==> src/rtl/core_pkg.sv <==
// core_pkg: shared widths, reset PC, fetch step and fetch FSM state type.
package core_pkg;
    localparam int DEF_ADDR_W = 32;
    localparam int DEF_INST_W = 32;
    localparam logic [31:0] DEF_RESET_PC = 32'h0000_0000;
    localparam int DEF_PC_STEP = 4;
    typedef enum logic [1:0] {RUN, BUBBLE, HALT} fetch_state_t;
endpackage

==> src/rtl/out_buf_reg.sv <==
// out_buf_reg: one-entry valid/ready register holding {pc, inst}, flush has priority.
module out_buf_reg #(
    parameter int ADDR_W = 32,
    parameter int INST_W = 32
) (
    input  logic              clk,
    input  logic              rst,
    input  logic              flush_i,
    input  logic              load_i,
    input  logic [ADDR_W-1:0] pc_i,
    input  logic [INST_W-1:0] inst_i,
    input  logic              ready_i,
    output logic              valid_o,
    output logic [ADDR_W-1:0] pc_o,
    output logic [INST_W-1:0] inst_o
);
    logic              valid_q, valid_d;
    logic [ADDR_W-1:0] pc_q;
    logic [INST_W-1:0] inst_q;
    always_comb valid_d = flush_i ? 1'b0 : load_i ? 1'b1 : valid_q && !ready_i;
    always_ff @(posedge clk or posedge rst) begin
        if (rst) begin
            valid_q <= 1'b0;
            pc_q    <= '0;
            inst_q  <= '0;
        end else begin
            valid_q <= valid_d;
            if (load_i && !flush_i) begin
                pc_q   <= pc_i;
                inst_q <= inst_i;
            end
        end
    end
    assign valid_o = valid_q;
    assign pc_o    = pc_q;
    assign inst_o  = inst_q;
endmodule

==> src/rtl/pc_fetch_unit.sv <==
// pc_fetch_unit: owns the PC, issues req/ack memory fetches and buffers words toward Fetch.
module pc_fetch_unit import core_pkg::*; #(
    parameter int          ADDR_W   = DEF_ADDR_W,
    parameter int          INST_W   = DEF_INST_W,
    parameter logic [ADDR_W-1:0] RESET_PC = ADDR_W'(DEF_RESET_PC),
    parameter int          PC_STEP  = DEF_PC_STEP
) (
    input  logic              clk,
    input  logic              rst,
    input  logic              redirect_valid,
    input  logic [ADDR_W-1:0] redirect_pc,
    output logic              mem_req,
    output logic [ADDR_W-1:0] mem_addr,
    input  logic              mem_ack,
    input  logic [INST_W-1:0] mem_rdata,
    output logic              out_valid,
    input  logic              out_ready,
    output logic [ADDR_W-1:0] out_pc,
    output logic [INST_W-1:0] out_inst,
    output logic              halted,
    output logic [15:0]       fetch_count
);
    fetch_state_t      state_q, state_d;
    logic [ADDR_W-1:0] pc_q, pc_d;
    logic [15:0]       count_q;
    logic              redirect, misaligned, accept, drain;
    assign redirect   = redirect_valid && state_q != HALT;
    assign misaligned = (redirect_pc & ADDR_W'(PC_STEP - 1)) != '0;
    assign accept     = mem_req && mem_ack;
    assign drain      = out_valid && out_ready;
    always_ff @(posedge clk or posedge rst) begin
        if (rst) state_q <= RUN;
        else     state_q <= state_d;
    end
    always_comb state_d = redirect ? (misaligned ? HALT : BUBBLE) : (state_q == BUBBLE ? RUN : state_q);
    // Request is withdrawn combinationally so reset or a redirect never leaves a stale request.
    always_comb begin
        mem_req = !rst && state_q == RUN && !redirect_valid && (!out_valid || out_ready);
        halted  = state_q == HALT;
    end
    always_comb pc_d = redirect ? redirect_pc : accept ? pc_q + ADDR_W'(PC_STEP) : pc_q;
    always_ff @(posedge clk or posedge rst) begin
        if (rst) begin
            pc_q    <= RESET_PC;
            count_q <= '0;
        end else begin
            pc_q    <= pc_d;
            count_q <= count_q + 16'(drain);
        end
    end
    assign mem_addr    = pc_q;
    assign fetch_count = count_q;
    out_buf_reg #(.ADDR_W(ADDR_W), .INST_W(INST_W)) u_out_buf (
        .clk     (clk),
        .rst     (rst),
        .flush_i (redirect),
        .load_i  (accept),
        .pc_i    (pc_q),
        .inst_i  (mem_rdata),
        .ready_i (out_ready),
        .valid_o (out_valid),
        .pc_o    (out_pc),
        .inst_o  (out_inst)
    );
endmodule

==> config.mk <==
export PLATFORM = sky130hd
export DESIGN_NAME = pc_fetch_unit
export DESIGN_NICKNAME = d
export VERILOG_FILES = /design/src/rtl/core_pkg.sv /design/src/rtl/out_buf_reg.sv /design/src/rtl/pc_fetch_unit.sv
export SDC_FILE = /design/constraint.sdc
export NUM_CORES = 1
export LEC_CHECK = 0
export CORE_UTILIZATION = 30
export CTS_BUF_LIST = sky130_fd_sc_hd__clkbuf_4
export DETAILED_ROUTE_END_ITERATION = 7
export PLACE_DENSITY = 0.53
export SKIP_LAST_GASP = 1
export SYNTH_ARGS = -nofsm -noshare
export SYNTH_HDL_FRONTEND = slang
export SYNTH_HIERARCHICAL = 1
export SYNTH_SLANG_ARGS = --single-unit
export TNS_END_PERCENT = 30
==> constraint.sdc <==
create_clock -name clk -period 2.39 [get_ports clk]
set_input_delay 0.478 -clock clk [delete_from_list [all_inputs] [get_ports clk]]
set_output_delay 0.478 -clock clk [all_outputs]
set_load 0.05 [all_outputs]
# Word-level counts from Yosys, hierarchy flattened
# Index checks and enable logic that the tools add are counted.
[word_totals]
reg_bits = 115
elab_cells = 36
[op_classes]
addsub = 2
eq_ne = 3
muxes = 7
reduce_logical = 18
[op_table]
columns = ["op", "n"]
rows = [
  ["32-bit 2-to-1 mux", 2],
  ["32-bit by 3-bit adder with 32-bit output, second input constant", 1],
  ["32-bit nonzero test", 1],
  ["16-bit by 1-bit adder with 16-bit output", 1],
  ["1-bit logical AND", 8],
  ["2-bit 2-to-1 mux", 3],
  ["1-bit zero test", 5],
  ["2-bit nonzero test", 2],
  ["2-bit by 1-bit == test with 1-bit output, second input constant", 1],
  ["2-bit == test, second input constant", 1],
  ["2-bit zero test", 1],
  ["1-bit 2-to-1 mux", 2],
  ["2-bit inequality test, second input constant", 1],
  ["1-bit logical OR", 1],
]

# Depth between registers and ports, before layout
# Gate-level depths: netlist (run 1).
[depth]
ltp_word = 7
mapped_depth = 9

# Modules after synthesis
# Netlist (run 1), hierarchy kept.
[by_module_without_submodules]
columns = ["module", "n_inst", "cells_per_inst", "area_each_um2", "seq_area_each_um2"]
rows = [
  ["out_buf_reg", 1, 141, 2745.1, 1626.6],
  ["pc_fetch_unit", 1, 271, 2582.5, 1251.2],
]

# Least setup slack after synthesis (run 1)
# No wires, ideal clock.
[synth_timing]
path_kind = "register -> register"
from = "register state_q[0]"
to = "register u_out_buf.inst_q[0] (netlist: u_out_buf/inst_o[0])"
setup_ns = 0.125
arrival_time_ns = 1.895
path_slack_ns = 0.370
path_stages_with_launch = 10
synth_period_minus_slack_ns = 2.020
cell_sequence = "dfrtp_1 -> nand2b_1 -> nand2_1 -> inv_1 -> clkbuf_1 -> buf_2 -> nor2b_4 -> buf_12 -> buf_12 -> mux2_4"
[synth_between]
elab_cells_between_ends = 9
cone_classes = "eq/ne: 1; reduce/logical: 8"
[synth_rtl]
columns = ["element", "line_no", "rtl"]
rows = [
  ["from (decl)", "pc_fetch_unit.sv:23", "fetch_state_t state_q, state_d;"],
  ["from (signal assigned)", "pc_fetch_unit.sv:33", "else state_q <= state_d;"],
  ["2-bit inequality test", "pc_fetch_unit.sv:27", "assign redirect = redirect_valid && state_q != HALT;"],
  ["1-bit logical AND", "pc_fetch_unit.sv:27", ""],
  ["net redirect", "pc_fetch_unit.sv:26", "logic redirect, misaligned, accept, drain;"],
  ["1-bit zero test", "out_buf_reg.sv:28", "if (load_i && !flush_i) begin"],
  ["1-bit logical AND", "out_buf_reg.sv:28", ""],
  ["to (signal assigned)", "out_buf_reg.sv:30", "inst_q <= inst_i;"],
  ["to (decl)", "out_buf_reg.sv:19", "logic [INST_W-1:0] inst_q;"],
]
# The timed path passes the listed nets, and every way through them passes these cells.
# A chain may end at the register's enable or synchronous reset.

# Final worst setup path (run 1)
[layout_timing]
from = "register pc_q[23] (netlist: mem_addr[23])"
to = "output port mem_addr[23]"
[layout_rtl]
columns = ["element", "line_no", "rtl"]
rows = [
  ["from (decl)", "pc_fetch_unit.sv:24", "logic [ADDR_W-1:0] pc_q, pc_d;"],
  ["from (signal assigned)", "pc_fetch_unit.sv:47", "pc_q <= pc_d;"],
  ["to (decl)", "pc_fetch_unit.sv:13", "output logic [ADDR_W-1:0] mem_addr,"],
]
# No word-level cell between the ends.

==> results of run 1 <==
## cells by family after synthesis
kind of cell	share of synthesized area, %
AOI/OAI and AO/OA	3.922
xor gates and xnor gates	6.412
adders and majority gates	0.7046
buffers and inverters	4.204
DFF	54.02
muxes	17.75
and+or+nand+nor	12.99
## report_power, final
part,switching (mW),total [mW],internal (mW)
sequential,0.688,3.38,2.69
combinational,3.62,5.87,2.25
clock,0.748,1.62,0.869
## worst paths after layout
kind                                       from                   end  slack (ns)  cells after the start
max in group asynchronous                   rst  u_out_buf/inst_o[21]        1.42                      4
worst max-delay path               mem_addr[23]          mem_addr[23]        0.06                      1
worst min register to register  fetch_count[15]       fetch_count[15]        0.49                      1
worst min-delay path                        rst           mem_addr[9]        0.46                      3
worst max register to register       state_q[0]  u_out_buf/inst_o[20]        0.39                      7
min in group clk                redirect_pc[31]          mem_addr[31]        0.48                      3
## synth_stat cells (2+ instances only)
| library cell | n | area, sq um |
|---|---|---|
| dfrtp_1 | 115 | 2878 |
| mux2_4 | 60 | 900.9 |
| inv_1 | 9 | 33.78 |
| nor2b_1 | 2 | 12.51 |
| buf_2 | 4 | 20.02 |
| o21ai_0 | 14 | 70.07 |
| ha_1 | 3 | 37.54 |
| nand3_1 | 16 | 80.08 |
| mux2_2 | 4 | 45.04 |
| nor3_1 | 2 | 10.01 |
| clkbuf_1 | 5 | 18.77 |
| nand2b_1 | 3 | 18.77 |
| nor2_1 | 14 | 52.55 |
| nor4_1 | 5 | 31.28 |
| and2_1 | 5 | 31.28 |
| nand2_1 | 45 | 168.9 |
| nand4_2 | 2 | 25.02 |
| xor2_1 | 18 | 157.7 |
| xnor2_1 | 21 | 183.9 |
| a21oi_1 | 4 | 20.02 |
| and4_1 | 6 | 52.55 |
| buf_12 | 7 | 140.1 |
| nand4_1 | 10 | 62.56 |
| and3_1 | 10 | 62.56 |
| nor3b_1 | 2 | 15.01 |
| o21ai_1 | 13 | 65.06 |
## flip-flops by register name (all words and copies together), names as in the netlist
register / count
fetch_count: 16
u_out_buf/pc_o: 32
u_out_buf/inst_o: 32
u_out_buf/valid_o: 1
state_q: 2
mem_addr: 32
## area by class of cell
type / instances / area [sq um] / area share, %
flip-flops and latches: 115 / 2878 / 36.74
multi-input cells: 271 / 2226 / 28.42
repair buffers: 202 / 2095 / 26.74
well taps: 225 / 281.5 / 3.594
clock inverters: 11 / 158.9 / 2.029
clock buffers: 21 / 157.7 / 2.013
inverters: 9 / 33.78 / 0.4313
diodes: 1 / 2.502 / 0.03195
## per-layer routing
| metal | vias up | track usage [%] |
|---|---|---|
| met4 | 0 | 5.431 |
| met2 | 112 | 25.30 |
| met3 | 10 | 4.003 |
| met5 | - | 0 |
| li1 | 1845 | - |
| met1 | 1892 | 20.00 |
## timing repair
item	in CTS	in global routing
setup endpoints to repair	7	20
setup buffers	0	1
gates resized for setup	2	5
pin swaps	0	1
==> results_dict.tcl, run 1 <==
set metrics [dict create \
    nNetsFinal 688 \
    hpwl_microns 9891 \
    relSlewSlack_pct 62.70 \
    post_drt_via_cell_ratio 4.513 \
    period_share_pct 97.52 \
    routed.top_layer "met4" \
    route.met3.wl_microns 659 \
    power.density_nw_per_um2 1387 \
    crit_path_end_kind "primary output" \
    yosys_warnings 6 \
    ys_types 39 \
    die_area_sq_um 18300 \
    total_power_mw 10.86 \
    skew_ns 0.01665 \
    cts_sinks 115 \
    clockBufferDepth 2 \
    crit_path_cell_trace "clkdlybuf4s50_1" \
    synth-async-reset-ratio_pct 100.0 \
    rows 48 \
    io_buffers 183 \
    die_x_microns 135.3 \
    clockRootBuffer "clkbuf_4" \
    layout_common_cells "175 x clkdlybuf4s50_1, 115 x dfrtp_1, 60 x mux2_4, 45 x nand2_1" \
    ant_nets 0 \
    p_leak_nw 3.387 \
    rsz0062_at_grt "yes" \
    drc 0 \
    dr.pass1.iters 6 \
    met2_length_microns 6547 \
    synth_cells 412 \
    period_needed_ns 2.331 \
    drt_iter0_markers 134 \
    path_buf_inv 1 \
    synth_edf_count 0 \
    layout_commonest_cell "clkdlybuf4s50_1" \
    crit_family "buffers and inverters" \
    area_growth_pct 47.02 \
    drt-met1-wl_microns 6461 \
    dp_slack_ns -0.09630 \
    gp_congestion 0.7760 \
    syn_area_per_cell_sq_um 12.93 \
    slew_violations 0 \
    synthFlopType "dfrtp_1" \
    fill_cells 1613 \
    wl_microns 13830 \
    fin_util_pct 45.28 \
    grt-ovfl-total 0 \
    ir_drop_v 0.0007416 \
    pin_count 184 \
    cts.clk_slew.worst_paths_ns 0.11 \
    initial_core_util_pct 30.80 \
    track_usage_pct 15.57 \
    placed_cells_incl_taps 821 \
    grt_pass1_vias 3965 \
    max_freq_mhz 429.0 \
    antenna_found_initial 1 \
    worst_pin_slew_ns 0.5578 \
    yosysSeqAreaShare_pct 54.02 \
    setup_viol 0 \
    crit_fanout 7 \
    arrival_ns 1.85 \
    grt_max_degree 57 \
    hold_viol_final 0 \
    finalNonFillerCells 855 \
    dr_total_vias 3859 \
    status "complete, no violations" \
    tns_ns 0 \
    drive_above_1_share_pct 19.55 \
    cpPeakStageDelay_ns 0.85 \
    fin_area_sq_um 7833 \
    core_area_sq_um 17300 \
    post_dp_cell_area_sq_um 7496 \
    wl_per_cell_microns 16.18 \
    hold_ws_ns 0.4572 \
    insertion_delay_ns 0.52 \
    ys_seq_elements 115 \
    cts_tree "yes" \
    fin_ws_ns 0.05927 \
    numCtsBuffers 17 \
    syn_nets 484 \
    crit_type "reg2out" \
    hold_buffers 0 \
    die_h_microns 135.3 \
    hold_class "in2async" \
    crit_path_start_kind "flip-flop" \
    synth_area_sq_um 5328 \
    required_ns 1.91 \
    grt_pass1_wl_microns 21580 \
    drv_cap 0 \
    ctsHtreeMaxLevel 4 \
    slowest_stage "clkdlybuf4s50_1" \
]
No activity file was read; power rests on OpenSTA's default activity.
==> inputs of run 2 (changes only) <==
--- a/config.mk
+++ b/config.mk
@@ -5,10 +5,12 @@
 export SDC_FILE = /design/constraint.sdc
 export NUM_CORES = 1
 export LEC_CHECK = 0
-export CORE_UTILIZATION = 30
+export CELL_PAD_IN_SITES_DETAIL_PLACEMENT = 0
+export CELL_PAD_IN_SITES_GLOBAL_PLACEMENT = 1
+export CORE_UTILIZATION = 37
 export CTS_BUF_LIST = sky130_fd_sc_hd__clkbuf_4
 export DETAILED_ROUTE_END_ITERATION = 7
-export PLACE_DENSITY = 0.53
+export PLACE_DENSITY = 0.79
 export SKIP_LAST_GASP = 1
 export SYNTH_ARGS = -nofsm -noshare
 export SYNTH_HDL_FRONTEND = slang
==> results_dict.tcl, run 2 (synthesis results as in run 1) <==
set metrics [dict create \
    status "complete, no violations" \
    cts_tree "yes" \
    drive_above_1_share_pct 19.24 \
    crit_fanout 6 \
    io_buffers 183 \
    ctsHtreeMaxLevel 4 \
    cts_sinks 115 \
    hold_class "reg2reg" \
    crit_type "reg2out" \
    clockBufferDepth 2 \
    worstHoldStart "fetch_count[15]" \
    setup_viol 0 \
    period_share_pct 97.91 \
    max_freq_mhz 427.4 \
    die_x_microns 122.0 \
    grt_pass1_wl_microns 21520 \
    path_buf_inv 1 \
    core_area_sq_um 13990 \
    drc 0 \
    antenna_found_initial 0 \
    power.density_nw_per_um2 1373 \
    hold_path_end "fetch_count[15]" \
    r2r_start "mem_addr[5]" \
    drv_cap 0 \
    initial_core_util_pct 38.09 \
    ir_drop_v 0.0008555 \
    layout_commonest_cell "clkdlybuf4s50_1" \
    dr_total_vias 3894 \
    die_area_sq_um 14880 \
    track_usage_pct 19.28 \
    crit_path_cell_trace "clkdlybuf4s50_1" \
    worstHoldPathCells 1 \
    rows 43 \
    pin_count 184 \
    insertion_delay_ns 0.52 \
    wl_microns 13540 \
    p_leak_nw 3.332 \
    rsz0062_at_grt "yes" \
    worst_pin_slew_ns 0.5308 \
    fin_util_pct 54.80 \
    area_growth_pct 43.89 \
    relSlewSlack_pct 64.50 \
    required_ns 1.91 \
    hold_viol_final 0 \
    tns_ns 0 \
    crit_path_start_kind "flip-flop" \
    slew_violations 0 \
    skew_ns 0.02119 \
    hpwl_microns 9939 \
    arrival_ns 1.86 \
    numCtsBuffers 17 \
    antenna_cells 0 \
    cts.clk_slew.worst_paths_ns 0.11 \
    grt_pass1_vias 4120 \
    crit_family "buffers and inverters" \
    die_h_microns 122.0 \
    dr.pass1.iters 4 \
    slowest_stage "clkdlybuf4s50_1" \
    wl_per_cell_microns 16.74 \
    gp_congestion 0.7450 \
    clockRootBuffer "clkbuf_4" \
    post_drt_via_cell_ratio 4.813 \
    grt_max_degree 57 \
    ant_nets 0 \
    crit_path_end_kind "primary output" \
    drt_iter0_markers 99 \
    cpPeakStageDelay_ns 0.85 \
    total_power_mw 10.53 \
    r2r_end "mem_addr[31]" \
    r2r_cells 5 \
    grt-ovfl-total 0 \
    nNetsFinal 689 \
    reg2reg_slack_ns 0.40 \
    layout_common_cells "176 x clkdlybuf4s50_1, 115 x dfrtp_1, 60 x mux2_4, 45 x nand2_1, 22 x clkbuf_4" \
    cts_setup_buffers 0 \
    period_needed_ns 2.340 \
]
## run 2: cell count changes in the layout (fill, tap and decap cells not counted), moves of 2 or more
cell and change:
buf_4 +4, bufinv_16 -3, clkinv_1 +3, buf_12 -2
## run 2: final cells by class
cell class | count | area (sq um)
fillers | 1217 | 6322
repair buffers | 203 | 2073
multi-input cells | 271 | 2226
clock buffers | 22 | 165.2
clock inverters | 9 | 65.06
flip-flops and latches | 115 | 2878
inverters | 9 | 33.78
well taps | 180 | 225.2
## run 2: stage by stage
step                      area (sq um)  worst slack [ns]  hold slack [ns]  instances
after floorplan                   5328            0.2855           0.5490        412
after global placement            7427         -0.006938           0.4616        778
after detailed placement          7427          -0.03400           0.4649        778
after CTS                         7656          -0.03009           0.4455        809
after global routing              7666          -0.04780           0.4546        809
final                             7666           0.05001           0.4832        809
## run 2: metal layers
layer / GRT usage (%) / vias to the layer above / part of all wire [%]
met5: 0 / - / 0
met4: 6.867 / 0 / 1.4
met3: 6.648 / 14 / 8.1
met2: 31.00 / 142 / 47
met1: 23.91 / 1893 / 44
li1: - / 1845 / -
## run 2: how the worst max path moves through the flow
| stage | start | to | cells after the start | slack, ns |
|---|---|---|---|---|
| after CTS | mem_addr[6] | mem_addr[6] | 1 | -0.03 |
| after detailed placement | redirect_valid | u_out_buf/pc_o[24] | 7 | -0.03 |
| after global placement | redirect_valid | u_out_buf/inst_o[19] | 7 | -0.007 |
| after global routing | mem_addr[23] | mem_addr[23] | 1 | -0.05 |
| after floorplan | rst | u_out_buf/inst_o[0] | 1 | 0.29 |
| final | mem_addr[4] | mem_addr[4] | 1 | 0.05 |
## run 2: report_power, final
group          switching, mW  internal (mW)  total [mW]
registers              0.735           2.69        3.43
logic                   3.60           2.25        5.85
clock network          0.699          0.547        1.25
total                   5.04           5.49        10.5
## run 2: timing repair
item,4_1_cts,5_1_grt
hold buffers,0,0
cloned,0,0
gates resized for setup,1,4
pin swaps,0,1
hold endpoints to repair,0,0
setup endpoints to repair,6,17
==> inputs of run 3 (changes only) <==
--- a/config.mk
+++ b/config.mk
@@ -10,6 +10,7 @@
 export CORE_UTILIZATION = 37
 export CTS_BUF_LIST = sky130_fd_sc_hd__clkbuf_4
 export DETAILED_ROUTE_END_ITERATION = 7
+export MAX_ROUTING_LAYER = met4
 export PLACE_DENSITY = 0.79
 export SKIP_LAST_GASP = 1
 export SYNTH_ARGS = -nofsm -noshare
==> results_dict.tcl, run 3 (synthesis results as in run 1) <==
set metrics [dict create \
    status "complete, no violations" \
    drc 0 \
    p_leak_nw 3.325 \
    setup_viol 0 \
    antenna_found_initial 0 \
    clockBufferDepth 2 \
    fin_area_sq_um 7664 \
    clockRootBuffer "clkbuf_4" \
    insertion_delay_ns 0.52 \
    drive_above_1_share_pct 19.24 \
    period_share_pct 97.95 \
    dr_total_vias 3899 \
    ir_drop_v 0.0008565 \
    crit_family "buffers and inverters" \
    area_growth_pct 43.85 \
    grt-ovfl-total 0 \
    hold_viol_final 0 \
    track_usage_pct 19.87 \
    numCtsBuffers 17 \
    die_h_microns 122.0 \
    arrival_ns 1.86 \
    hold_class "reg2reg" \
    antenna_cells 0 \
    required_ns 1.91 \
    skew_ns 0.02034 \
    die_x_microns 122.0 \
    fin_ws_ns 0.04895 \
    grt_pass1_wl_microns 21520 \
    dp_slack_ns -0.03400 \
    period_needed_ns 2.341 \
    ant_nets 0 \
    gp_congestion 0.7544 \
    relSlewSlack_pct 64.50 \
    tns_ns 0 \
    crit_path_cell_trace "clkdlybuf4s50_1" \
    hpwl_microns 9939 \
    slowest_stage "clkdlybuf4s50_1" \
    crit_type "reg2out" \
    max_freq_mhz 427.2 \
    layout_common_cells "177 x clkdlybuf4s50_1, 115 x dfrtp_1, 60 x mux2_4, 45 x nand2_1, 22 x clkbuf_4" \
    slew_violations 0 \
    rows 43 \
    cts_sinks 115 \
    rsz0062_at_grt "yes" \
    total_power_mw 10.53 \
    grt_pass1_vias 4110 \
    crit_fanout 6 \
    fin_util_pct 54.79 \
    crit_path_end_kind "primary output" \
    cts.clk_slew.worst_paths_ns 0.11 \
    grt_max_degree 57 \
    post_drt_via_cell_ratio 4.820 \
    post_dp_cell_area_sq_um 7427 \
    nNetsFinal 689 \
    layout_commonest_cell "clkdlybuf4s50_1" \
    pin_count 184 \
    initial_core_util_pct 38.09 \
    drv_cap 0 \
    power.density_nw_per_um2 1374 \
    core_area_sq_um 13990 \
    cpPeakStageDelay_ns 0.85 \
    reg2reg_slack_ns 0.40 \
    ctsHtreeMaxLevel 4 \
    wl_per_cell_microns 16.75 \
    dr.pass1.iters 4 \
    drt_iter0_markers 103 \
    cts_tree "yes" \
    worst_pin_slew_ns 0.5308 \
    wl_microns 13550 \
    path_buf_inv 1 \
    io_buffers 183 \
    crit_path_start_kind "flip-flop" \
    die_area_sq_um 14880 \
]
## run 3: changes by cell type in the layout (fill, tap and decap cells not counted), sizes merged
cell / previous run / this run
clkdlybuf4s50: 176 / 177
dlymetal6s2s: 4 / 3
## run 3: final timing paths
path                                  from              endpoint  cells past startpoint
setup / recovery               mem_addr[4]           mem_addr[4]                      1
hold / removal             fetch_count[15]       fetch_count[15]                      1
setup reg to reg               mem_addr[5]          mem_addr[31]                      5
hold reg to reg            fetch_count[15]       fetch_count[15]                      1
max in group asynchronous              rst  u_out_buf/inst_o[12]                      4
min in group asynchronous              rst       fetch_count[14]                      3
## run 3: cell type report
cell class	count	area, sq um
Fill cell	1218	6325
Sequential cell	115	2878
Multi-Input combinational cell	271	2226
Timing Repair Buffer	203	2071
Tap cell	180	225.2
Clock buffer	22	165.2
Clock inverter	9	65.06
Inverter	9	33.78
## run 3: power breakdown
group          leakage, nW  internal, mW  switching [mW]  total, mW
sequential            1.49          2.69           0.735       3.43
clock                0.137         0.547           0.701       1.25
combinational         1.70          2.25            3.60       5.86
total                 3.33          5.49            5.04       10.5
## run 3: stage by stage
| stage | std cells | hold slack, ns |
|---|---|---|
| 2_1_floorplan | 412 | 0.5490 |
| 3_3_place_gp | 778 | 0.4616 |
| 4_1_cts | 809 | 0.4455 |
| 6_report | 809 | 0.4832 |
| 5_1_grt | 809 | 0.4558 |
| 3_5_place_dp | 778 | 0.4649 |
## run 3: layer usage
metal	global-route usage [%]	share of wire (%)	wire [microns]	vias to the layer above
li1	-	-	-	1845
met1	24.27	44	5972	1896
met2	30.97	47	6365	144
met3	6.039	7.5	1023	14
met4	7.099	1.4	191	0
met5	-	0	0	-
## run 3: timing repair
item | 4_1_cts | 5_1_grt
hold buffers | 0 | 0
endpoints found under the setup margin | 6 | 16
pin swaps | 0 | 1
resized for setup | 1 | 3
buffers inserted | 0 | 0
